## src/rtl/fluxo_dados_n.sv

```systemverilog
// fluxo_dados_n: datapath of the LED-matrix memory puzzle.
//
// Holds the one-hot symbol sequence memory, an LFSR used to extend the
// sequence with random symbols, the address/round counters, the play
// timeout, the display timer, press detection and the LED source mux.
// Every strobe comes from the control unit.
//
// Ports
//   clock, reset                : rising-edge clock, synchronous active-high reset
//   zeraE/contaE                : address counter clear / increment
//   zeraL/contaL                : round limit counter clear / increment
//   limpaR/registraR            : play register clear / load from botoes
//   escreveM, fonteM            : memory write, data source (0 play reg, 1 LFSR)
//   nivel                       : 0 easy end limit, 1 hard end limit
//   zeraTO/contaTO              : timeout clear / enable
//   zeraTMR/contaTMR            : display timer clear / enable
//   selLeds                     : LED source (botoes, memory, play reg, off)
//   botoes                      : synchronised buttons
//   jogadaIgualMemoria ... fimTMR, timeout : status to the control unit
//   jogada_feita, jogada_invalida         : press pulses
//   leds                        : LED drive
//   db_endereco, db_limite, db_jogada, db_memoria : debug views
module fluxo_dados_n #(
    parameter int NB             = 4,
    parameter int PROF           = 16,
    parameter int LIM_FACIL      = 7,
    parameter int LIM_DIFICIL    = 15,
    parameter int TIMEOUT_CICLOS = 5000,
    parameter int TMR_CICLOS     = 500
) (
    input  logic                     clock,
    input  logic                     reset,
    input  logic                     zeraE,
    input  logic                     contaE,
    input  logic                     zeraL,
    input  logic                     contaL,
    input  logic                     limpaR,
    input  logic                     registraR,
    input  logic                     escreveM,
    input  logic                     fonteM,
    input  logic                     nivel,
    input  logic                     zeraTO,
    input  logic                     contaTO,
    input  logic                     zeraTMR,
    input  logic                     contaTMR,
    input  logic [1:0]               selLeds,
    input  logic [NB-1:0]            botoes,
    output logic                     jogadaIgualMemoria,
    output logic                     enderecoIgualLimite,
    output logic                     enderecoMenorLimite,
    output logic                     fimE,
    output logic                     fimL,
    output logic                     fimTMR,
    output logic                     timeout,
    output logic                     jogada_feita,
    output logic                     jogada_invalida,
    output logic [NB-1:0]            leds,
    output logic [$clog2(PROF)-1:0]  db_endereco,
    output logic [$clog2(PROF)-1:0]  db_limite,
    output logic [NB-1:0]            db_jogada,
    output logic [NB-1:0]            db_memoria
);

    localparam int AW  = $clog2(PROF);
    localparam int TOW = $clog2(TIMEOUT_CICLOS + 1);
    localparam int TMW = $clog2(TMR_CICLOS + 1);

    localparam logic [AW-1:0]  END_MAX = AW'(PROF - 1);
    localparam logic [AW-1:0]  LIM_F   = AW'(LIM_FACIL);
    localparam logic [AW-1:0]  LIM_D   = AW'(LIM_DIFICIL);
    localparam logic [TOW-1:0] TO_MAX  = TOW'(TIMEOUT_CICLOS - 1);
    localparam logic [TMW-1:0] TMR_MAX = TMW'(TMR_CICLOS - 1);

    function automatic int f_popcount(input logic [NB-1:0] v);
        int n;
        n = 0;
        for (int i = 0; i < NB; i++) begin
            n += int'(v[i]);
        end
        return n;
    endfunction

    logic [AW-1:0]  r_end;
    logic [AW-1:0]  r_lim;
    logic [NB-1:0]  r_jogada;
    logic [NB-1:0]  r_mem [PROF];
    logic [15:0]    r_lfsr;
    logic [TOW-1:0] r_to;
    logic [TMW-1:0] r_tmr;
    logic           r_prev;

    logic [7:0]     w_idx;
    logic [NB-1:0]  w_sym;
    logic [NB-1:0]  w_dado;
    logic [NB-1:0]  w_mem;
    logic           w_fb;

    // Random symbol: low LFSR byte reduced modulo NB picks the lit button.
    assign w_idx  = 8'(32'(r_lfsr[7:0]) % NB);
    assign w_sym  = {{(NB-1){1'b0}}, 1'b1} << w_idx;
    assign w_dado = fonteM ? w_sym : r_jogada;
    assign w_mem  = r_mem[r_end];
    assign w_fb   = r_lfsr[15] ^ r_lfsr[13] ^ r_lfsr[12] ^ r_lfsr[10];

    always_ff @(posedge clock) begin
        if (reset) begin
            r_end    <= '0;
            r_lim    <= '0;
            r_jogada <= '0;
            r_lfsr   <= 16'hACE1;
            r_to     <= '0;
            r_tmr    <= '0;
            r_prev   <= 1'b0;
        end else begin
            if (zeraE)
                r_end <= '0;
            else if (contaE)
                r_end <= (r_end == END_MAX) ? '0 : r_end + AW'(1);

            if (zeraL)
                r_lim <= '0;
            else if (contaL && r_lim != END_MAX)
                r_lim <= r_lim + AW'(1);

            if (limpaR)
                r_jogada <= '0;
            else if (registraR)
                r_jogada <= botoes;

            r_lfsr <= {r_lfsr[14:0], w_fb};

            // Saturation makes the expired state sticky; contaTO=0 pauses.
            if (zeraTO)
                r_to <= '0;
            else if (contaTO && r_to != TO_MAX)
                r_to <= r_to + TOW'(1);

            if (zeraTMR)
                r_tmr <= '0;
            else if (contaTMR)
                r_tmr <= (r_tmr == TMR_MAX) ? '0 : r_tmr + TMW'(1);

            // Clearing history at round start lets an already-held button fire.
            r_prev <= zeraL ? 1'b0 : (|botoes);
        end
    end

    // Memory: combinational read, write lands on the clock edge so a read
    // in the write cycle still sees the old word.
    always_ff @(posedge clock) begin
        if (reset) begin
            for (int i = 0; i < PROF; i++) begin
                r_mem[i] <= '0;
            end
        end else if (escreveM) begin
            r_mem[r_end] <= w_dado;
        end
    end

    assign jogadaIgualMemoria  = (r_jogada == w_mem);
    assign enderecoIgualLimite = (r_end == r_lim);
    assign enderecoMenorLimite = (r_end < r_lim);
    assign fimE                = (r_end == END_MAX);
    assign fimL                = (r_lim == (nivel ? LIM_D : LIM_F));
    assign fimTMR              = (r_tmr == TMR_MAX);
    assign timeout             = (r_to == TO_MAX);
    assign jogada_feita        = (|botoes) & ~r_prev;
    assign jogada_invalida     = jogada_feita & (f_popcount(botoes) != 1);

    always_comb begin
        leds = '0;
        case (selLeds)
            2'b00:   leds = botoes;
            2'b01:   leds = w_mem;
            2'b10:   leds = r_jogada;
            default: leds = '0;
        endcase
    end

    assign db_endereco = r_end;
    assign db_limite   = r_lim;
    assign db_jogada   = r_jogada;
    assign db_memoria  = w_mem;

endmodule

```

## config.mk

```make
export PLATFORM = sky130hd
export DESIGN_NAME = fluxo_dados_n
export DESIGN_NICKNAME = d
export VERILOG_FILES = /design/src/rtl/fluxo_dados_n.sv
export SDC_FILE = /design/constraint.sdc
export NUM_CORES = 1
export LEC_CHECK = 0
export CAP_MARGIN = 20
export CORE_UTILIZATION = 62
export CTS_CLUSTER_SIZE = 28
export DETAILED_ROUTE_END_ITERATION = 6
export HOLD_SLACK_MARGIN = 0.1
export PLACE_DENSITY = 0.92
export SYNTH_ARGS = -nofsm -noshare
export SYNTH_HDL_FRONTEND = slang
export SYNTH_SLANG_ARGS = --single-unit
```

## constraint.sdc

```tcl
create_clock -name clock -period 9.7 [get_ports clock]
set_clock_uncertainty 0.1 [all_clocks]
set_input_delay 2.91 -clock clock [delete_from_list [all_inputs] [get_ports clock]]
set_output_delay 2.91 -clock clock [all_outputs]
set_load 0.03 [all_outputs]
```

==> flow_summary.yaml <==
clock_tree:
  numClockSinks: 119
  cts.htree.levels: 4
  cts_tree: "done"
  clk-insertion-delay-late_ns: 0.51
  cts.repair.resized: 0
  clock_tree_root_buffer_cell: "clkbuf_8"
  cts_made_buffers: 17
  worst_setup_hold_path_clk_slew_ns: 0.06
  cts.path.max_buffers: 2
  ctsHoldBuffers: 0
  postCtsSetupRepairBufs: 0
final_layout:
  areaGrowthSynthToFinish_pct: 21.1
  finish.utilization: 0.790
  filler_cell_count: 496
  seqCellArea_um2: 3020
  final_layout_size_suffix_gt1_frac: 0.105
  nNetsFinal: 573
  postLayoutCellArea_um2: 6620
  antennaDiodeCount: 0
  final_common_cell: "nor2_1"
  area_occupied_by_multi_input_gates_um2: 2280
  layout.cells.most_common_list: "95 x nor2_1, 64 x edfxtp_1, 55 x dfxtp_1"
synthesis:
  yosys_warnings: 0
  postSynth.topFlopCell: "edfxtp_1"
  postSynthNetCount: 520
  adder_cell_share_of_the_synthesized_area: 0.0357
  synth_top_family_by_area: "simple AND/OR/NAND/NOR gates"
  synth_seq_cells: 119
  synth_enable_flop_cells: 64
  yosysSeqAreaShare: 0.553
  post_synth_xor_area_fraction: 0.0449
  muxShareOfSynthArea: 0.116
  yosys.area_share.simple: 0.195
  synth_compound_area_frac: 0.0252
  synthArstFlopShare: 0
  synth_cell_type_count: 48
  syn_avg_cell_area_um2: 11.3
  mappedNetlistArea_um2: 5470
  number_of_instances_in_the_synthesized_netlist: 484
pwr:
  combPwrFrac: 0.080
  pwr_density_cell_nw_per_um2: 191
  seq_pwr_share: 0.441
  internal-power_mw: 0.967
  p_leak_nw: 2.41
  switching_share: 0.235
  share_clk_of_total_power: 0.479
  net-switching-power_mw: 0.296
  max-vdd-ir-drop_mv: 0.137
sta:
  finalCriticalPeriod_ns: 8.54
  fmaxAchievable_mhz: 117
  rsz0062_at_grt: "no"
  final_number_of_setup_violating_endpoints: 0
  tightest_slew_ns: 0.887
  maxSlewHeadroom: 0.408
  final.setup.tns_ns: 0
  min_hold_slack_ns: 0.308
  timing_max_transition_violations_final: 0
  report.final.hold_viol_count: 0
  final_critical_path_share_of_the_clock_period: 0.881
floorplanning:
  initial_utilization: 0.652
  die_h_um: 95.9
  ios: 50
  coreArea_um2: 8380
  rows: 33
  floorplan.die.width_um: 95.9
  design.die.area_um2: 9200
grt:
  grt_overflow: 0
  grt_max_degree: 50
  grt_pass1_vias: 3924
  initial_antenna_violation_count: 0
  gr-usage-all-layers: 0.286
  grt_first_pass_wirelength_um: 19000
critical_path:
  timing.setup.critical_path_class: "input pin to primary output"
  crit_path_end_kind: "primary output"
  crit_fanout: 3
  critical_path_required_ns: 6.69
  start_kind: "input pin"
  timing.critical_path.arrival_ns: 5.53
flow_run:
  max_cap_violations: 0
run_status:
  run_status: "finished, final reports clean"
route:
  routed_wire_length_per_instance_um: 18.5
  totalWireLength_um: 12100
  initialDrtViolationCount: 222
  drc: 0
  drt_first_pass_iters: 5
  antenna_left: 0
  post_drt_via_cell_ratio: 5.89
  route.vias.total: 3860
placed_design:
  postPlaceCellArea_um2: 6030
  dpl.hpwl_um: 8220
  gpl.final_weighted_congestion: 0.837
  port-buffer-count: 49
worst_hold_path:
  hold_path.class: "flop to flop"
[cell families (layout without fill, tap and decap cells)]
family | count (synthesis) | after routing
mux | 44 | 44
fa+ha+maj | 15 | 15
simple gates | 220 | 220
xor+xnor | 28 | 28
buf+inv | 37 | 103
compound gates | 21 | 21
flops | 119 | 119
[worst max-delay path, stage by stage]
cell and delay, ns:
clkdlybuf4s50_1 0.51, inv_1 0.10, fa_1 0.54, inv_1 0.05, ha_1 0.17, ha_1 0.27
nor2_1 0.04, a211oi_1 0.23, clkdlybuf4s50_1 0.71
[worst paths after layout]
kind              cells after the start  slack [ns]               endpoint             startpoint
setup reg to reg                      5        7.76   r_to[1]$_SDFFE_PP0P_   r_to[6]$_SDFFE_PP0P_
hold reg to reg                       1        0.31  r_lfsr[15]$_SDFF_PP1_  r_lfsr[14]$_SDFF_PP0_
hold / removal                        1        0.31  r_lfsr[15]$_SDFF_PP1_  r_lfsr[14]$_SDFF_PP0_
setup / recovery                      9        1.16        jogada_invalida              botoes[0]
[per-stage QoR]
step                power (mW)  cells  setup WS, ns
detailed placement       0.666    623          1.14
finish                    1.26    655          1.16
global placement         0.661    623          1.22
global route              1.30    655          1.07
floorplan                0.626    484          1.92
CTS                       1.27    655          1.15
[power by group through the flow]
| stage | Sequential (mW) | Clock (mW) | Combinational (mW) |
|---|---|---|---|
| after floorplan | 0.564 | 0 | 0.0615 |
| after global placement | 0.566 | 0 | 0.0954 |
| after detailed placement | 0.567 | 0 | 0.0988 |
| after CTS | 0.557 | 0.611 | 0.101 |
| after global routing | 0.559 | 0.635 | 0.108 |
| final | 0.557 | 0.606 | 0.101 |
[flip-flops by register name, indices dropped and copies added (netlist names), named ones only]
signal       count
db_jogada        4
r_to            13
r_tmr            9
db_endereco      4
db_limite        4
r_prev           1
r_lfsr          16
r_mem           64
[metal layers]
layer / share of wire / vias up / track usage
li1: - / 1788 / -
met1: 0.39 / 1875 / 0.334
met2: 0.53 / 173 / 0.497
met3: 0.061 / 24 / 0.0624
met4: 0.022 / 0 / 0.143
met5: 0 / - / 0
[layout make-up]
cell class,count,share of cell area
clock buffers,21,0.0777
clock inverters,11,0.0117
inverters,17,0.00964
multi-input cells,328,0.345
flip-flops and latches,119,0.457
well taps,105,0.0198
repair buffers,54,0.0798
[synthesized netlist by cell type, types with 3 or more instances]
cell type,count,area share
nand2b_1,19,0.022
dfxtp_1,55,0.20
mux4_1,5,0.024
nor2b_1,16,0.018
mux2i_1,29,0.053
and2_1,5,0.0057
clkbuf_1,13,0.0089
xnor2_1,12,0.019
nand2_1,29,0.020
inv_1,17,0.012
nand3_1,7,0.0064
a21oi_1,5,0.0046
nor2_1,95,0.065
nor3_1,14,0.013
or2_2,8,0.0092
buf_2,3,0.0027
mux4_2,9,0.037
xor2_1,16,0.026
and3_1,4,0.0046
ha_1,14,0.032
or3_1,4,0.0046
edfxtp_1,64,0.35
o21ai_0,4,0.0037
nand4_1,7,0.0080
(Power assumes the default switching activity.)
